===== src/rtl/mem_arbiter_if.sv =====
// Bundle of requester-side and memory-side signals around the two-port memory arbiter.
// The arbiter binds to the slave modport; the surrounding system drives through master.
interface mem_arbiter_if;
   logic        req0, req1;
   logic        we0, we1;
   logic        byte0, byte1;
   logic [15:0] addr0, addr1;
   logic [15:0] wdata0, wdata1;
   logic        gnt0, gnt1;
   logic        ack0, ack1;
   logic        err0, err1;
   logic [15:0] rdata0, rdata1;
   logic        mem_en;
   logic        mem_we;
   logic        mem_byte_enable;
   logic        mem_byte_select;
   logic [15:0] mem_addr;
   logic [15:0] mem_wdata;
   logic [15:0] mem_rdata;
   logic        mem_wait;

   modport slave (
      input  req0, req1, we0, we1, byte0, byte1, addr0, addr1, wdata0, wdata1,
      output gnt0, gnt1, ack0, ack1, err0, err1, rdata0, rdata1,
      output mem_en, mem_we, mem_byte_enable, mem_byte_select, mem_addr, mem_wdata,
      input  mem_rdata, mem_wait
   );

   modport master (
      output req0, req1, we0, we1, byte0, byte1, addr0, addr1, wdata0, wdata1,
      input  gnt0, gnt1, ack0, ack1, err0, err1, rdata0, rdata1,
      input  mem_en, mem_we, mem_byte_enable, mem_byte_select, mem_addr, mem_wdata,
      output mem_rdata, mem_wait
   );
endinterface


===== src/rtl/mem_arbiter.sv =====
// Two-port arbiter sharing a single-ported memory between the CPU (port 0) and a
// secondary master (port 1), with a starvation counter that force-grants port 1.
module mem_arbiter #(
   parameter int MEM_BYTES = 16384,
   parameter int MAX_WAIT  = 8
) (
   input  logic          clk,
   input  logic          rst_n,
   mem_arbiter_if.slave  bus
);

   localparam logic [1:0] IDLE   = 2'd0;
   localparam logic [1:0] ACCESS = 2'd1;
   localparam logic [1:0] DATA   = 2'd2;
   localparam logic [1:0] RESP   = 2'd3;

   localparam logic [3:0]  MAX_W = 4'(MAX_WAIT);
   localparam logic [16:0] LIMIT = 17'(MEM_BYTES);

   logic [1:0]  state_q, state_d;
   logic [3:0]  starve_q, starve_d;
   logic        port_q, port_d;
   logic        we_q, we_d;
   logic        byte_q, byte_d;
   logic [15:0] addr_q, addr_d;
   logic [15:0] wdata_q, wdata_d;
   logic        err_q, err_d;
   logic [15:0] rdata_q, rdata_d;

   logic        win1;
   logic        sel_we, sel_byte;
   logic [15:0] sel_addr, sel_wdata;

   // Port 0 wins by default; port 1 takes over when port 0 is idle or starvation saturates.
   assign win1      = bus.req1 && (!bus.req0 || (starve_q == MAX_W));
   assign sel_we    = win1 ? bus.we1    : bus.we0;
   assign sel_byte  = win1 ? bus.byte1  : bus.byte0;
   assign sel_addr  = win1 ? bus.addr1  : bus.addr0;
   assign sel_wdata = win1 ? bus.wdata1 : bus.wdata0;

   always_comb begin
      // NOTE: every variable gets a default first so no path leaves it unassigned (no latches).
      state_d  = state_q;
      starve_d = starve_q;
      port_d   = port_q;
      we_d     = we_q;
      byte_d   = byte_q;
      addr_d   = addr_q;
      wdata_d  = wdata_q;
      err_d    = err_q;
      rdata_d  = rdata_q;

      case (state_q)
         IDLE: begin
            if (!bus.req1 || win1) begin
               starve_d = '0;
            end else if (starve_q != MAX_W) begin
               starve_d = starve_q + 4'd1;
            end
            if (bus.req0 || bus.req1) begin
               port_d  = win1;
               we_d    = sel_we;
               byte_d  = sel_byte;
               addr_d  = sel_addr;
               wdata_d = sel_wdata;
               rdata_d = '0;
               err_d   = ({1'b0, sel_addr} >= LIMIT);
               state_d = ({1'b0, sel_addr} >= LIMIT) ? RESP : ACCESS;
            end
         end
         ACCESS: state_d = DATA;
         DATA: begin
            if (!bus.mem_wait) begin
               rdata_d = we_q ? 16'h0000 : bus.mem_rdata;
               state_d = RESP;
            end
         end
         default: state_d = IDLE;
      endcase
   end

   always_ff @(posedge clk) begin
      // NOTE: sequential state uses non-blocking assignments so all flops update together.
      if (!rst_n) begin
         state_q  <= IDLE;
         starve_q <= '0;
         port_q   <= 1'b0;
         we_q     <= 1'b0;
         byte_q   <= 1'b0;
         addr_q   <= '0;
         wdata_q  <= '0;
         err_q    <= 1'b0;
         rdata_q  <= '0;
      end else begin
         state_q  <= state_d;
         starve_q <= starve_d;
         port_q   <= port_d;
         we_q     <= we_d;
         byte_q   <= byte_d;
         addr_q   <= addr_d;
         wdata_q  <= wdata_d;
         err_q    <= err_d;
         rdata_q  <= rdata_d;
      end
   end

   logic mem_phase, in_access, in_resp;
   assign mem_phase = (state_q == ACCESS) || (state_q == DATA);
   assign in_access = (state_q == ACCESS);
   assign in_resp   = (state_q == RESP);

   // A rejected request skips ACCESS, so its grant coincides with the ack.
   assign bus.gnt0   = (in_access || (in_resp && err_q)) && !port_q;
   assign bus.gnt1   = (in_access || (in_resp && err_q)) &&  port_q;
   assign bus.ack0   = in_resp && !port_q;
   assign bus.ack1   = in_resp &&  port_q;
   assign bus.err0   = in_resp && !port_q && err_q;
   assign bus.err1   = in_resp &&  port_q && err_q;
   assign bus.rdata0 = (in_resp && !port_q) ? rdata_q : 16'h0000;
   assign bus.rdata1 = (in_resp &&  port_q) ? rdata_q : 16'h0000;

   assign bus.mem_en          = mem_phase;
   assign bus.mem_we          = mem_phase && we_q;
   assign bus.mem_byte_enable = mem_phase && byte_q;
   assign bus.mem_byte_select = mem_phase && addr_q[0];
   assign bus.mem_addr        = mem_phase ? {1'b0, addr_q[15:1]} : 16'h0000;
   assign bus.mem_wdata       = mem_phase ? wdata_q : 16'h0000;

endmodule


===== src/flat_wrapper.sv =====
// flat-port wrapper written by rule: the top's interface ports become plain ports
module mem_arbiter_flat 
#(
   parameter int MEM_BYTES = 16384,
   parameter int MAX_WAIT  = 8
)
  (clk, rst_n, bus_req0, bus_req1, bus_we0, bus_we1, bus_byte0, bus_byte1, bus_addr0, bus_addr1, bus_wdata0, bus_wdata1, bus_gnt0, bus_gnt1, bus_ack0, bus_ack1, bus_err0, bus_err1, bus_rdata0, bus_rdata1, bus_mem_en, bus_mem_we, bus_mem_byte_enable, bus_mem_byte_select, bus_mem_addr, bus_mem_wdata, bus_mem_rdata, bus_mem_wait);
  mem_arbiter_if bus_i ();
  input  logic clk;
  input  logic rst_n;
  input wire logic [$bits(bus_i.req0)-1:0] bus_req0;
  input wire logic [$bits(bus_i.req1)-1:0] bus_req1;
  input wire logic [$bits(bus_i.we0)-1:0] bus_we0;
  input wire logic [$bits(bus_i.we1)-1:0] bus_we1;
  input wire logic [$bits(bus_i.byte0)-1:0] bus_byte0;
  input wire logic [$bits(bus_i.byte1)-1:0] bus_byte1;
  input wire logic [$bits(bus_i.addr0)-1:0] bus_addr0;
  input wire logic [$bits(bus_i.addr1)-1:0] bus_addr1;
  input wire logic [$bits(bus_i.wdata0)-1:0] bus_wdata0;
  input wire logic [$bits(bus_i.wdata1)-1:0] bus_wdata1;
  output wire logic [$bits(bus_i.gnt0)-1:0] bus_gnt0;
  output wire logic [$bits(bus_i.gnt1)-1:0] bus_gnt1;
  output wire logic [$bits(bus_i.ack0)-1:0] bus_ack0;
  output wire logic [$bits(bus_i.ack1)-1:0] bus_ack1;
  output wire logic [$bits(bus_i.err0)-1:0] bus_err0;
  output wire logic [$bits(bus_i.err1)-1:0] bus_err1;
  output wire logic [$bits(bus_i.rdata0)-1:0] bus_rdata0;
  output wire logic [$bits(bus_i.rdata1)-1:0] bus_rdata1;
  output wire logic [$bits(bus_i.mem_en)-1:0] bus_mem_en;
  output wire logic [$bits(bus_i.mem_we)-1:0] bus_mem_we;
  output wire logic [$bits(bus_i.mem_byte_enable)-1:0] bus_mem_byte_enable;
  output wire logic [$bits(bus_i.mem_byte_select)-1:0] bus_mem_byte_select;
  output wire logic [$bits(bus_i.mem_addr)-1:0] bus_mem_addr;
  output wire logic [$bits(bus_i.mem_wdata)-1:0] bus_mem_wdata;
  input wire logic [$bits(bus_i.mem_rdata)-1:0] bus_mem_rdata;
  input wire logic [$bits(bus_i.mem_wait)-1:0] bus_mem_wait;
  assign bus_i.req0 = bus_req0;
  assign bus_i.req1 = bus_req1;
  assign bus_i.we0 = bus_we0;
  assign bus_i.we1 = bus_we1;
  assign bus_i.byte0 = bus_byte0;
  assign bus_i.byte1 = bus_byte1;
  assign bus_i.addr0 = bus_addr0;
  assign bus_i.addr1 = bus_addr1;
  assign bus_i.wdata0 = bus_wdata0;
  assign bus_i.wdata1 = bus_wdata1;
  assign bus_gnt0 = bus_i.gnt0;
  assign bus_gnt1 = bus_i.gnt1;
  assign bus_ack0 = bus_i.ack0;
  assign bus_ack1 = bus_i.ack1;
  assign bus_err0 = bus_i.err0;
  assign bus_err1 = bus_i.err1;
  assign bus_rdata0 = bus_i.rdata0;
  assign bus_rdata1 = bus_i.rdata1;
  assign bus_mem_en = bus_i.mem_en;
  assign bus_mem_we = bus_i.mem_we;
  assign bus_mem_byte_enable = bus_i.mem_byte_enable;
  assign bus_mem_byte_select = bus_i.mem_byte_select;
  assign bus_mem_addr = bus_i.mem_addr;
  assign bus_mem_wdata = bus_i.mem_wdata;
  assign bus_i.mem_rdata = bus_mem_rdata;
  assign bus_i.mem_wait = bus_mem_wait;
  mem_arbiter #(.MEM_BYTES(MEM_BYTES), .MAX_WAIT(MAX_WAIT)) u_core (.clk(clk), .rst_n(rst_n), .bus(bus_i));
endmodule

===== config.mk =====
export PLATFORM = sky130hd
export DESIGN_NAME = mem_arbiter_flat
export DESIGN_NICKNAME = d
export VERILOG_FILES = /design/src/rtl/mem_arbiter_if.sv /design/src/rtl/mem_arbiter.sv /design/src/flat_wrapper.sv
export SDC_FILE = /design/constraint.sdc
export NUM_CORES = 1
export LEC_CHECK = 0
export CORE_MARGIN = 10
export CORE_UTILIZATION = 36
export CTS_CLUSTER_DIAMETER = 30
export DETAILED_ROUTE_END_ITERATION = 8
export PLACE_DENSITY = 0.78
export SLEW_MARGIN = 20
export SYNTH_ARGS = -nofsm -noshare
export SYNTH_HDL_FRONTEND = slang
export SYNTH_SLANG_ARGS = --single-unit

===== constraint.sdc =====
create_clock -name clk -period 1.8 [get_ports clk]
set_clock_uncertainty 0.15 [all_clocks]
set_input_delay 0.36 -clock clk [delete_from_list [all_inputs] [get_ports clk]]
set_output_delay 0.36 -clock clk [all_outputs]
set_load 0.005 [all_outputs]

==> results.md, run 1 <==
- Worst reg2reg setup slack: -60 ps
- Final instance area: 5860 µm²
- H-tree level count: 3
- Tcrit/Tclk final: 116%
- Pins over their slew limit: 0
- Register bit count reported by yosys: 58
- First-pass GRT wire length: 19000 µm
- Min-delay worst type: flop to flop
- Most common cell after layout, fill and taps aside: clkdlybuf4s50_1
- DP Wirelength: 8380 µm
- Max clock buf depth: 2
- DP Area: 4950 µm²
- Failing checks: negative setup slack
- Core ar.: 8340 µm²
- Outcome: complete, but fails checks
- Classification of the worst setup path: flop to output pin
- Critical path launch point type: flop
- IO buf count: 161
- Clock Pin Slew Worst Setup and Hold Paths: 70 ps
- Slowest cell on crit path: dfxtp_4
- Leak pwr: about 2.5 nW
- Crit path DAT: 1580 ps
- GPL Wtd Cong: between 0.7 and 0.8
- Die area: about 13000 µm²
- Syn Inst Count: 362
- Initial DRC Count: 129
- Fmax: between 0.4 and 0.5 GHz
- Max-cap check violation count: 0
- Largest net degree at the start of global routing: 50
- Post-route ant nets: 0
- CP required: 1290 ps
- Yosys warnings: 0
- Final hold vios: 0
- Tot GR Track Use: 18.3%
- Vias: 3443
- Remaining DRCs: 0
- VDD IR max: 0.663 mV
- Filler cells: 597
- Crit Path Max Fanout: 6
- RSZ-0062 raised after global routing: true
- Multi-input logic area: roughly 2200 µm²
- Root Buffer: clkbuf_8
- Clock Latency Late Sink: 340 ps
- Total negative slack: -14860 ps
- CTS Hold Buffers Added: 0
- DRT Pass-1 Iters: 4
- Chip width: 113 µm
- Clock tree from TritonCTS: built
- RR Startpoint: u_core.state_q[0]
- Final WS setup: -294 ps
- Placed Cells: approximately 620
- Mapped cell area: around 3100 µm²
- CP bufs+invs: 4
- Hold depth: 2
- Cell family with the largest share of critical-path delay: buffers and inverters
- Worst hold start: u_core.rdata_q[14]
- CTS Buf Count: 9
- Gr ovfl total: 0
- IO Count: 163
- R2r endpoint: u_core.rdata_q[0]
- Initial Utilization: ~37%
- Vias in the first global route: about 3600
- Min Tclk post-route: 2090 ps
- Reg2Reg Depth: 7
- Most frequent cells in the layout: clkdlybuf4s50_1, buf_6, dfxtp_1, o21ai_0, a21oi_1
- Tot Pwr: between 7 and 8 mW
- P per Cell Area: 1220 nW/µm²
- Die Y-Extent: 113 µm
- Share of post-route cells with drive strength above 1: 43.1%
- WL/cell: a little under 20 µm
- Syn avg cell area: 8.62 µm²
- Endpoint class of the critical path: output pin
- Antenna Cells: 0
- Routed wire length: 13000 µm
- Vias/cell: 5.13
- Finished Layout Cells: 671
- Initial antenna violation count: 0
- CTS sink count: slightly below 60
- Post-synth net total: 457
- Count of final setup violators: 80
- Layout area overhead: 87.7%
- Critical Path Max Stage Delay: 400 ps
- Row cnt: 33
- Hold Crit Endpoint: u_core.rdata_q[14]
- Final net count: 657
- Register area share after synthesis: 37.2%
- Post-synth cell types: 33
- Reg area: 1170 µm²
- Crit-path cells: inv_4 > ha_4 > buf_16 > buf_12 > and2_4 > buf_6
worst max-delay path by stage:
stage,end,cells after the start,startpoint
floorplan,u_core.rdata_q[7],8,u_core.state_q[0]
global placement,bus_mem_we,5,u_core.state_q[0]
detailed placement,bus_mem_we,5,u_core.state_q[0]
CTS,bus_mem_wdata[4],6,u_core.state_q[1]
global route,bus_mem_wdata[3],6,u_core.state_q[0]
finish,bus_mem_wdata[3],6,u_core.state_q[0]
Yosys cell counts, drive strengths merged:
| cell | instances | share of area (%) |
|---|---|---|
| dfxtp | 58 | 37 |
| and2 | 51 | 10 |
| mux2i | 37 | 12 |
| a21oi | 36 | 5.8 |
| o21ai | 36 | 5.8 |
| clkbuf | 20 | 2.5 |
| and3 | 19 | 3.8 |
| nand2 | 19 | 2.3 |
| a21boi | 17 | 5.3 |
| nand3 | 16 | 2.6 |
| buf | 11 | 2.9 |
| nor2 | 11 | 1.3 |
| ha | 6 | 2.4 |
| inv | 5 | 0.60 |
| nor2b | 5 | 1.0 |
| a31o | 2 | 0.56 |
| nand3b | 2 | 0.48 |
| nor3b | 2 | 0.84 |
| xor2 | 2 | 0.56 |
| a211o | 1 | 0.32 |
| a211oi | 1 | 0.64 |
| a21o | 1 | 0.24 |
| a22oi | 1 | 0.24 |
| conb | 1 | 0.12 |
| nand4 | 1 | 0.20 |
| xnor2 | 1 | 0.28 |
flip-flops by register name, indices dropped and copies added (netlist names):
| register | flops |
|---|---|
| u_core.state_q | 2 |
| u_core.byte_q | 1 |
| u_core.rdata_q | 16 |
| u_core.addr_q | 16 |
| u_core.starve_q | 4 |
| u_core.wdata_q | 16 |
| u_core.port_q | 1 |
| u_core.err_q | 1 |
| u_core.we_q | 1 |
per-layer routing:
layer	track usage (%)	wire length [µm]	vias to the layer above
li1	-	-	1649
met1	18.9	4760	1629
met2	31.4	6730	145
met3	9.40	1270	20
met4	5.92	231	0
met5	0	0	-
cell families (layout without fill, tap and decap cells):
| kind of cell | after synthesis | after routing | share of synthesized area (%) |
|---|---|---|---|
| XOR/XNOR | 3 | 3 | 0.842 |
| multiplexers | 37 | 37 | 11.9 |
| other | 1 | 1 | 0.120 |
| adder cells (fa/ha/maj) | 6 | 6 | 2.40 |
| AND/OR/NAND/NOR | 126 | 126 | 22.7 |
| flip-flops | 58 | 58 | 37.2 |
| buffers and inverters | 36 | 239 | 6.01 |
| AO/OA/AOI/OAI | 95 | 96 | 18.8 |
tightest hold or removal path, delay by kind of cell, from the launching register on:
family | cells | cell delay [ps]
AND/OR/NAND/NOR | 1 | 60
flip-flops | 1 | 320
AO/OA/AOI/OAI | 1 | 50
where the power goes:
part	leakage [nW]	internal, mW	switching, mW	total [mW]
clock network	0.106	0.743	0.499	1.24
logic	1.87	2.10	1.90	4.00
registers	0.479	1.66	0.268	1.93
through the flow:
stage,hold slack (ps),setup WS [ps],utilization [%]
floorplan,295,2.52,-
global placement,303,-336,59.4
detailed placement,312,-321,59.4
CTS,332,-305,65.9
global route,353,-340,70.2
finish,325,-294,70.2
layout make-up:
| cell class | instances | share of cell area, % |
|---|---|---|
| clock buffers | 13 | 2.88 |
| clock inverters | 2 | 0.598 |
| inverters | 5 | 0.406 |
| multi-input cells | 269 | 36.9 |
| flip-flops and latches | 58 | 20.0 |
| well taps | 105 | 2.24 |
| repair buffers | 219 | 37.0 |
repair_timing:
action                                  4_1_cts  5_1_grt
gates resized for setup                     397       79
endpoints found under the setup margin      102      124
pin swaps                                    21       35
setup buffers                                19       11
cloned                                        4        3
Power figures use the tool's default switching activity.
==> inputs of run 2 (changes only) <==
--- a/config.mk
+++ b/config.mk
@@ -5,6 +5,7 @@
 export SDC_FILE = /design/constraint.sdc
 export NUM_CORES = 1
 export LEC_CHECK = 0
+export CORE_ASPECT_RATIO = 2
 export CORE_MARGIN = 10
 export CORE_UTILIZATION = 36
 export CTS_CLUSTER_DIAMETER = 30
==> run 2 against run 1 <==
The flow still finishes with violations (negative setup slack). Cell count did not move. Die area rose by 1.8%. Count of clock-buffer cells in the layout stayed put. Fmax about the same. Sequential power about the same. Hold slack lost 9.7 ps. Wire length up 6.4%. Global-route usage up 0.25 points. Power up 13%. Combinational power up 11%. Sequential share of layout area decreased by 1.1 points.
==> results.md, run 2 (synthesized netlist as in run 1, its figures left out) <==
- Outcome: complete, but fails checks
- Failing checks: negative setup slack
- Root Buffer: clkbuf_16
- CTS Hold Buffers Added: 0
- Endpoint class of the critical path: output pin
- Crit Path Max Fanout: 5
- P_int: 5.34 mW
- Most frequent cells in the layout: clkdlybuf4s50_1, buf_6, dfxtp_1, and2_4, o21ai_0
- DRT Pass-1 Iters: 4
- Row cnt: 48
- Gr ovfl total: 0
- WHS: 315 ps
- Max clock buf depth: 2
- Final WS setup: -293 ps
- Leak pwr: approximately 2.6 nW
- IO buf count: roughly 160
- Count of final setup violators: 81
- Pins over their slew limit: 0
- Largest net degree at the start of global routing: 41
- Clock power share: 21.4%
- Sequential power share: 23.8%
- Vias/cell: between 5 and 6
- Vias: 3456
- Vias in the first global route: 3592
- P per Cell Area: approximately 1300 nW/µm²
- First-pass GRT wire length: 19100 µm
- Initial DRC Count: between 150 and 200
- Clock tree from TritonCTS: built
- Most common cell after layout, fill and taps aside: clkdlybuf4s50_1
- DP Wirelength: 8810 µm
- Final hold vios: 0
- Top Registers: u_core.addr_q: 16 flops, u_core.rdata_q: 16 flops, u_core.wdata_q: 16 flops
- NetSw: 2.76 mW
- Total negative slack: -13340 ps
- IO Count: 163
- Classification of the worst setup path: flop to output pin
- Post-route ant nets: 0
- Core ar.: approximately 8500 µm²
- Share of post-route cells with drive strength above 1: 44.1%
- Chip width: around 86 µm
- Fmax: between 0.4 and 0.5 GHz
- Min-delay worst type: flop to flop
- Sw Share: 34.1%
- GPL Wtd Cong: approximately 0.79
- Layout area overhead: 98.5%
- Pre-CTS setup slack: -306 ps
- Min Tclk post-route: 2090 ps
- Remaining DRCs: 0
- RSZ-0062 raised after global routing: true
- CP required: 1290 ps
- Clock Pin Slew Worst Setup and Hold Paths: 50 ps
- WL/cell: 20.6 µm
- H-tree level count: 3
- Filler cells: 599
- VDD IR max: about 0.86 mV
- Crit path DAT: 1580 ps
- CTS Buf Count: 9
- Critical path launch point type: flop
- Initial antenna violation count: 0
- Tot GR Track Use: 18.5%
- Die Y-Extent: 152 µm
- Initial Utilization: about 37%
- Final net count: 662
- Logic pwr share: a little over half
- Antenna Cells: 0
- Max-cap check violation count: 0
- Tcrit/Tclk final: 116%
- Clock Latency Late Sink: about 320 ps
- Die area: around 13000 µm²
- Routed wire length: 13800 µm
- CTS sink count: 58
-- run 2: changes by cell type in the layout (fill, tap and decap cells not counted), sizes merged --
cell           before  now
clkbuf             14   18
buf               130  133
a211o               2    1
clkdlybuf4s50      88   87
-- run 2: routing by layer --
layer,wire length [µm],global-route usage (%)
met2,8120,37.7
met3,897,6.21
met4,381,5.71
met5,0,0
met1,4430,16.0
-- run 2: cell type report --
| class | instances | area (µm²) | area share, % |
|---|---|---|---|
| tap | 100 | 125 | 2.02 |
| timing repair buffer | 225 | 2450 | 39.6 |
| multi-input combinational | 268 | 2120 | 34.2 |
| clock inverter | 2 | 35.0 | 0.565 |
| sequential | 58 | 1170 | 18.9 |
| inverter | 5 | 23.8 | 0.384 |
| clock buffer | 13 | 270 | 4.36 |
-- run 2: final timing paths --
kind                       from                 end  slack, ps  cells past startpoint
max           u_core.state_q[1]            bus_gnt1       -290                      7
max reg2reg  u_core.starve_q[1]    u_core.addr_q[5]        -70                      9
min          u_core.rdata_q[11]  u_core.rdata_q[11]        310                      2
min reg2reg  u_core.rdata_q[11]  u_core.rdata_q[11]        310                      2
-- run 2: per-stage QoR --
stage,instance area (µm²),power (mW),instances,utilization [%]
after global placement,4960,4.78,620,58.2
after detailed placement,4960,4.88,620,58.2
after CTS,5650,7.71,657,66.3
final,6200,8.11,671,72.7
after floorplan,3120,3.32,362,-
after global routing,6200,8.54,671,72.7
-- run 2: worst max-delay path, cell delays in order (launching register included) --
cell	delay (ps)
dfxtp_4	360
ha_4	160
buf_4	130
buf_6	110
buf_8	130
a21oi_4	160
nor2b_1	70
buf_2	130
-- run 2: power by group through the flow --
stage | Clock, mW | Combinational, mW | Sequential [mW]
floorplan | 0 | 1.53 | 1.79
global placement | 0 | 2.92 | 1.85
detailed placement | 0 | 3.02 | 1.86
CTS | 1.76 | 4.06 | 1.89
global route | 1.82 | 4.75 | 1.97
finish | 1.73 | 4.44 | 1.93
-- run 2: what timing repair did --
item | in CTS | in global routing
endpoints found under the setup margin | 102 | 117
buffers inserted | 16 | 16
pin swaps | 46 | 28
resized for setup | 411 | 87
cloned | 6 | 5
==> inputs of run 3 (changes only) <==
--- a/config.mk
+++ b/config.mk
@@ -5,6 +5,7 @@
 export SDC_FILE = /design/constraint.sdc
 export NUM_CORES = 1
 export LEC_CHECK = 0
+export CAP_MARGIN = 20
 export CORE_ASPECT_RATIO = 2
 export CORE_MARGIN = 10
 export CORE_UTILIZATION = 36
==> results of run 3 <==
Final layout, timing and power as in run 2 (identical DEF).
